File: config.mk
export PLATFORM = sky130hd
export DESIGN_NAME = sdram_controller
export DESIGN_NICKNAME = d
export VERILOG_FILES = /design/src/rtl/sdram_controller.sv
export SDC_FILE = /design/constraint.sdc
export NUM_CORES = 1
export LEC_CHECK = 0
export BUFFER_PORTS_ARGS = -buffer_cell sky130_fd_sc_hd__buf_4
export CORE_UTILIZATION = 30
export CTS_BUF_LIST = sky130_fd_sc_hd__clkbuf_16
export DETAILED_ROUTE_END_ITERATION = 7
export PLACE_DENSITY_LB_ADDON = 0.25
export SLEW_MARGIN = 20
export SYNTH_ARGS = -nofsm -noshare
export SYNTH_HDL_FRONTEND = slang
export SYNTH_SLANG_ARGS = --single-unit
File: constraint.sdc
create_clock -name clock -period 15.29 [get_ports clock]
set_clock_uncertainty 0.2 [all_clocks]
set_input_delay 0.7645 -clock clock [delete_from_list [all_inputs] [get_ports clock]]
set_output_delay 0.7645 -clock clock [all_outputs]
set_load 0.01 [all_outputs]
File: src/rtl/sdram_controller.sv
// Closed-page SDRAM controller: two round-robin requesters, periodic refresh,
// bank_wait stall; every output is registered.
module sdram_controller #(
    parameter  int unsigned T_RCD            = 2,
    parameter  int unsigned CAS_LATENCY      = 2,
    parameter  int unsigned T_RP             = 2,
    parameter  int unsigned T_RFC            = 7,
    parameter  int unsigned REFRESH_INTERVAL = 1023,
    localparam int unsigned ADDR_W           = 22,
    localparam int unsigned ROW_W            = 13,
    localparam int unsigned COL_W            = 9,
    localparam int unsigned DATA_W           = 32
) (
    input  logic              clock,
    input  logic              reset,
    input  logic              req0,
    input  logic              we0,
    input  logic [ADDR_W-1:0] addr0,
    input  logic [DATA_W-1:0] wdata0,
    output logic [DATA_W-1:0] rdata0,
    output logic              ack0,
    input  logic              req1,
    input  logic              we1,
    input  logic [ADDR_W-1:0] addr1,
    input  logic [DATA_W-1:0] wdata1,
    output logic [DATA_W-1:0] rdata1,
    output logic              ack1,
    output logic              cmd_activate,
    output logic              cmd_read,
    output logic              cmd_write,
    output logic              cmd_precharge,
    output logic              cmd_refresh,
    output logic [ROW_W-1:0]  bank_row,
    output logic [COL_W-1:0]  bank_col,
    output logic [DATA_W-1:0] bank_wdata,
    input  logic [DATA_W-1:0] bank_rdata,
    input  logic              bank_wait
);
    localparam int unsigned CNT_W = $clog2(T_RCD + CAS_LATENCY + T_RP + T_RFC + 1);
    localparam int unsigned RC_W  = $clog2(REFRESH_INTERVAL + 1);

    typedef enum logic [3:0] {
        IDLE, ACTIVATE, RCD_WAIT, ACCESS, CAS_WAIT,
        PRECHARGE, RP_WAIT, REFRESH, RFC_WAIT
    } state_e;

    state_e            state_q;
    logic [CNT_W-1:0]  cnt_q;
    logic [RC_W-1:0]   refresh_cnt_q;
    logic              refresh_pending_q;
    logic              last_grant_q;
    logic              port_q;
    logic              we_q;
    logic [ADDR_W-1:0] addr_q;
    logic [DATA_W-1:0] wdata_q;

    logic              grant1_c;
    logic [ADDR_W-1:0] sel_addr_c;
    logic              refresh_wrap_c;
    logic              ack_now_c;

    // Port 1 wins when alone, or when both ask and port 0 was served last.
    assign grant1_c       = req1 & (~req0 | ~last_grant_q);
    assign sel_addr_c     = grant1_c ? addr1 : addr0;
    assign refresh_wrap_c = (refresh_cnt_q == RC_W'(REFRESH_INTERVAL - 1));
    // Ack lands in the last CAS_WAIT cycle; writes behave as a one-cycle CAS.
    assign ack_now_c = ~bank_wait &
                       (((state_q == ACCESS) & (cnt_q == '0)) |
                        ((state_q == CAS_WAIT) & (cnt_q == CNT_W'(1))));

    always_ff @(posedge clock or posedge reset) begin
        if (reset) begin
            state_q           <= IDLE;
            cnt_q             <= '0;
            refresh_cnt_q     <= '0;
            refresh_pending_q <= 1'b0;
            last_grant_q      <= 1'b1;
            port_q            <= 1'b0;
            we_q              <= 1'b0;
            addr_q            <= '0;
            wdata_q           <= '0;
            rdata0            <= '0;
            rdata1            <= '0;
            ack0              <= 1'b0;
            ack1              <= 1'b0;
            cmd_activate      <= 1'b0;
            cmd_read          <= 1'b0;
            cmd_write         <= 1'b0;
            cmd_precharge     <= 1'b0;
            cmd_refresh       <= 1'b0;
            bank_row          <= '0;
            bank_col          <= '0;
            bank_wdata        <= '0;
        end else begin
            cmd_activate  <= 1'b0;
            cmd_read      <= 1'b0;
            cmd_write     <= 1'b0;
            cmd_precharge <= 1'b0;
            cmd_refresh   <= 1'b0;
            ack0          <= 1'b0;
            ack1          <= 1'b0;
            refresh_cnt_q <= refresh_wrap_c ? '0 : refresh_cnt_q + RC_W'(1);

            // A stalled bank freezes the sequencer and its timers.
            if (!bank_wait) begin
                unique case (state_q)
                    IDLE: begin
                        if (refresh_pending_q) begin
                            cmd_refresh       <= 1'b1;
                            refresh_pending_q <= 1'b0;
                            cnt_q             <= CNT_W'(T_RFC - 1);
                            state_q           <= REFRESH;
                        end else if (req0 | req1) begin
                            port_q       <= grant1_c;
                            last_grant_q <= grant1_c;
                            we_q         <= grant1_c ? we1 : we0;
                            wdata_q      <= grant1_c ? wdata1 : wdata0;
                            addr_q       <= sel_addr_c;
                            bank_row     <= sel_addr_c[ADDR_W-1:COL_W];
                            bank_col     <= sel_addr_c[COL_W-1:0];
                            cmd_activate <= 1'b1;
                            cnt_q        <= CNT_W'(T_RCD - 1);
                            state_q      <= ACTIVATE;
                        end
                    end
                    ACTIVATE, RCD_WAIT: begin
                        if (cnt_q == '0) begin
                            bank_row <= addr_q[ADDR_W-1:COL_W];
                            bank_col <= addr_q[COL_W-1:0];
                            if (we_q) begin
                                cmd_write  <= 1'b1;
                                bank_wdata <= wdata_q;
                                cnt_q      <= '0;
                            end else begin
                                cmd_read <= 1'b1;
                                cnt_q    <= CNT_W'(CAS_LATENCY - 1);
                            end
                            state_q <= ACCESS;
                        end else begin
                            cnt_q   <= cnt_q - CNT_W'(1);
                            state_q <= RCD_WAIT;
                        end
                    end
                    ACCESS: state_q <= CAS_WAIT;
                    CAS_WAIT: begin
                        if (cnt_q == '0) begin
                            cmd_precharge <= 1'b1;
                            cnt_q         <= CNT_W'(T_RP - 1);
                            state_q       <= PRECHARGE;
                        end else begin
                            cnt_q <= cnt_q - CNT_W'(1);
                        end
                    end
                    PRECHARGE, RP_WAIT: begin
                        if (cnt_q == '0) begin
                            state_q <= IDLE;
                        end else begin
                            cnt_q   <= cnt_q - CNT_W'(1);
                            state_q <= RP_WAIT;
                        end
                    end
                    REFRESH, RFC_WAIT: begin
                        if (cnt_q == '0) begin
                            state_q <= IDLE;
                        end else begin
                            cnt_q   <= cnt_q - CNT_W'(1);
                            state_q <= RFC_WAIT;
                        end
                    end
                    default: state_q <= IDLE;
                endcase
            end

            if (ack_now_c) begin
                ack0 <= ~port_q;
                ack1 <= port_q;
                if (!we_q) begin
                    if (port_q) rdata1 <= bank_rdata;
                    else        rdata0 <= bank_rdata;
                end
            end

            // A wrap always (re)arms the request, even on the cycle it is consumed.
            if (refresh_wrap_c) refresh_pending_q <= 1'b1;
        end
    end
endmodule

# == Word level (Yosys, flattened, before mapping) ==
# Index checks and enable logic that the tools add are counted.
# classes
bitwise_logic,13
eq_ne,17
n_mux,48
n_addsub,2
n_reduce_logical,17
# op_table
op,n
2-to-1 mux 13 bit,3
2-to-1 mux 32 bit,1
2-to-1 mux 4 bit,8
2-to-1 mux 9 bit,3
2-to-1 mux 1 bit,26
case mux 13 bit (2 select lines),1
case mux 4 bit (6 select lines),1
2-to-1 mux 22 bit,1
case mux 9 bit (2 select lines),1
"== test 4 x 3 -> 1 bit, second input constant",4
case mux 4 bit (4 select lines),1
AND reduction 4 bit,3
"adder 10 x 1 -> 10 bit, second input constant",1
"== test 10 bit, second input constant",1
2-to-1 mux 10 bit,1
AND reduction 3 bit,3
"== test 4 x 1 -> 1 bit, second input constant",2
"== test 4 x 2 -> 1 bit, second input constant",2
zero test 4 bit,2
"!= test 2 bit, second input constant",4
NOT 1 bit,6
OR reduction 2 bit,3
AND reduction 5 bit,1
bitwise AND 1 bit,4
other kinds (10),14
# word_totals
ff_bits,201
wordCells,118

# == Longest topological paths before layout ==
# logic_depth
word_depth,7
mapped_depth,9
mapped_depth_nobuf,7

# == Least setup slack after synthesis ==
# Ideal clock, no wire load.
# synth_path
path_type,input to register
startpoint,input bank_wait
endpoint,register rdata1[0]
path_buffers,3
arrival_ns,2.149
cell_stages,7
path_slack_ns,12.816
setup_time_ns,0.125
required_ns,14.965
cell_sequence,clkbuf_1 -> nor4_1 -> nand2_2 -> or3_1 -> buf_2 -> buf_6 -> mux2_4
# synth_via
elab_chain_cells,3
# synth_lines
item,line,rtl
"start, declared",37,input logic bank_wait
NOT 1 bit (no line),--,
bitwise AND 1 bit,67,assign ack_now_c = ~bank_wait &
AND reduction 3 bit (no line),--,
"end signal, assigned",178,if (port_q) rdata1 <= bank_rdata;
"end, declared",26,"output logic [DATA_W-1:0] rdata1,"
# Every way passes these cells.
# A chain may end at the register's enable or synchronous reset.

# == Final worst setup path ==
# layout_path
startpoint,register state_q[1]
endpoint,register rdata1[22]
# layout_via
elab_chain_cells,5
elab_cells_between_ends,7
classes_between,2 x eq/ne; 4 x bitwise; 1 x reduce/logical
# layout_lines
item,line,rtl
"start, declared",47,state_e state_q;
"start signal, assigned",73,state_q <= IDLE;
"start signal, assigned",112,state_q <= REFRESH;
"start signal, assigned",123,state_q <= ACTIVATE;
== test 4 x 2 -> 1 bit / == test 4 x 3 -> 1 bit (equally long branches),"68, 69",
"bitwise AND 1 bit, on equally long branches","68, 69",
OR 1 bit *,68,(((state_q == ACCESS) & (cnt_q == '0)) |
bitwise AND 1 bit *,67,
AND reduction 3 bit (no line) *,--,
# Every way passes the cells marked *; elsewhere a longest branch is shown, timed or not.

==> metrics.csv <==
stage;metric;value;unit
outcome;status;completed;
worst_setup_path;critPathMaxFanout;32;
floorplanning;num_io_pins;272;
timing;maxSlewViolCount;0;
cts;clkTransAtPathRegs;60;ps
cts;numCtsBuffers;24;
cts;htree_levels;1;
synth;synth_area_leaders;dfrtp_1 57%, mux2_2 8.6%, mux2i_1 6.5%;
worst_setup_path;crit_family;simple AND/OR/NAND/NOR gates;
finish;antennaDiodeCount;0;
cts;clk_latency;510;ps
timing;fin_crit;2940;ps
worst_setup_path;critPathKind;reg -> reg;
floorplanning;initial_core_util;0.305;
place;place_hpwl;14.5;mm
synth;synth_top_family_by_area;multiplexers;
floorplanning;rows;62;
detailed_routing;initialDrtViolationCount;306;
synth;syn-num-nets;884;
timing;timing.fmax;0.340;GHz
global_route;grt_antenna_before_repair;0;
floorplanning;core;28600;µm²
synth;synth_cell_types;52;
synth;synthXorXnorAreaFrac;0.00803;
floorplanning;fp.dieW;173;µm
synth;synthSimpleGateAreaFrac;0.0810;
timing;rsz0062_at_grt;false;
synth;syn_avg_cell_area;11.9;µm²
global_route;gr-usage-all-layers;0.143;
synth;synthArstFlopShare;1.00;
floorplanning;die_area;29800;µm²
synth;synth_top_area_frac;0.574;
timing;hold_viol_final;0;
timing;setup_viol;0;
detailed_routing;ant_nets;0;
global_route;grt_max_degree;142;
synth;synth_compound_area_frac;0.0905;
detailed_routing;route.met3.wl;1.89;mm
synth;yosysTopAreaCell;dfrtp_1;
pwr;leakage;5.89;nW
cts;cts_tree;built;
timing;post-route-period-util;0.192;
cts;cts_hold_buf;0;
pwr;p_per_area;186;nW/µm²
detailed_routing;vias;6318;
worst_setup_path;cp_data_required_time;15480;ps
detailed_routing;routed_via_density;4.55;
cts;cts_setup_buffers;0;
worst_setup_path;cp-start-kind;flop;
worst_setup_path;critPathBufInv;0;
global_route;grt_pass1_vias;6301;
detailed_routing;first_pass_iters;4;
worst_setup_path;end_kind;flop;
worst_setup_path;path_cells;or2_4, o22ai_2, nand2_2, or3_2, mux2_4;
synth;syn_inst;732;
place;place.gp.congestion;0.799;
cts;cts-root-buf;clkbuf_16;
worst_setup_path;cpMaxStageDelayCell;or3_2;
job;maxCapViolCount;0;
pwr;ir_drop;0.0000879;V
detailed_routing;dr.max_layer_used;met4;
global_route;grt_pass1_wl;34.5;mm
worst_setup_path;slowest_delay;890;ps
cts;cts_buffer_depth;3;
timing;slew_headroom;0.275;
detailed_routing;met2WireLength;9.23;mm
synth;synth_adder_area_share;0.00832;
timing;worstMarginPinSlew;1090;ps
synth;synth-seq-cells;201;
synth;yosysSeqAreaShare;0.577;
detailed_routing;drt_wl_total;21.3;mm
synth;netlist_area;8730;µm²
detailed_routing;drc;0;
synth;yosys_warnings;0;
cts;post_cts_resize_count;0;
timing;setup_tns;0;ps
detailed_routing;wirelength_met1;9.81;mm
detailed_routing;wl_per_cell;15.4;µm
synth;synthMuxAreaShare;0.205;
cts;numClockSinks;201;
finish;final_layout_size_suffix_gt1_frac;0.414;
synth;ys.flop_type;dfrtp_1;
finish;syn2layout_area_growth;35.5;%
floorplanning;dieHeight;173;µm
synth;synth_edf_count;0;
finish;num-nets-final;1140;
timing;whs;261;ps
global_route;grt_overflow;0;
place;portBuffers;271;
worst_hold_path;hp-class;in -> async;
worst_setup_path;cp.arrival;3130;ps
## final timing paths
kind | slack [ps] | depth (start not counted) | startpoint | end
worst max-delay path | 12350 | 5 | state_q[1] | rdata1[22]
worst min-delay path | 260 | 2 | reset | rdata0[9]
worst max register to register | 12350 | 5 | state_q[1] | rdata1[22]
worst min register to register | 280 | 2 | bank_col[0] | bank_col[0]
max in group asynchronous | 13210 | 3 | reset | refresh_pending_q
min in group clock | 280 | 2 | bank_col[0] | bank_col[0]
## state kept, by name, indices dropped and copies added (netlist names)
signal,cells
bank_wdata,32
rdata0,32
rdata1,32
wdata_q,32
addr_q,22
bank_row,13
refresh_cnt_q,10
bank_col,9
cnt_q,4
state_q,4
ack0,1
ack1,1
cmd_activate,1
cmd_precharge,1
cmd_read,1
cmd_refresh,1
cmd_write,1
last_grant_q,1
port_q,1
refresh_pending_q,1
we_q,1
## through the flow
step	area (µm²)	setup slack (ps)	std cells	total power, mW	util
floorplan	8730	8840	732	1.34	-
global placement	11100	12310	1346	1.68	0.387
detailed placement	11100	12280	1346	1.69	0.387
CTS	11800	12350	1388	2.23	0.413
global route	11800	12230	1388	2.36	0.413
finish	11800	12350	1388	2.20	0.413
## routing by layer
metal	up-vias	GRT usage
li1	3071	-
met3	28	0.0435
met1	2954	0.197
met4	0	0.0353
met5	-	0
met2	265	0.217
## final cells by class
cell class / count / area (µm²)
Inverter: 9 / 41.3
Clock buffer: 25 / 626
Multi-Input combinational cell: 474 / 3450
Sequential cell: 201 / 5030
Timing Repair Buffer: 278 / 2090
Tap cell: 384 / 480
Fill cell: 2790 / 16800
Clock inverter: 17 / 103
## logic make-up after synthesis
| kind of cell | count (synthesis) |
|---|---|
| DFF | 201 |
| buffers and inverters | 57 |
| adders and majority gates | 6 |
| and+or+nand+nor | 163 |
| muxes | 155 |
| AOI/OAI and AO/OA | 142 |
| xor gates and xnor gates | 8 |
## synth_stat cells (3+ instances only)
| library cell | count |
|---|---|
| buf_6 | 4 |
| xor2_1 | 6 |
| mux2_4 | 30 |
| nand3_1 | 10 |
| and3_1 | 3 |
| ha_1 | 5 |
| o21ai_0 | 54 |
| nor4_1 | 4 |
| a21oi_1 | 62 |
| clkbuf_1 | 22 |
| nor3_1 | 5 |
| nor2_1 | 74 |
| mux2i_1 | 57 |
| mux2_2 | 67 |
| buf_2 | 20 |
| o22ai_1 | 3 |
| dfrtp_1 | 200 |
| inv_1 | 9 |
| a21o_1 | 3 |
| nand2_1 | 52 |
## power by group
| part | switching, mW | internal (mW) | leakage (nW) |
|---|---|---|---|
| logic | 0.383 | 0.405 | 3.00 |
| clock network | 0.219 | 0.310 | 0.376 |
| registers | 0.136 | 0.747 | 2.51 |
## placed cells by master, fill, tap and decap left out, types with 25 or more instances in the layout
cell type,n
a21oi_1,62
buf_4,277
clkbuf_16,25
dfrtp_1,200
mux2_2,67
mux2_4,30
mux2i_1,57
nand2_1,52
nor2_1,73
o21ai_0,54
## worst register-to-register path, cell delays in order, from the launching register on
cell	delay (ps)
dfrtp_1	600
or2_4	350
o22ai_2	180
nand2_2	110
or3_2	890
mux2_4	480
Note: power is estimated with default switching activity, not from simulation.
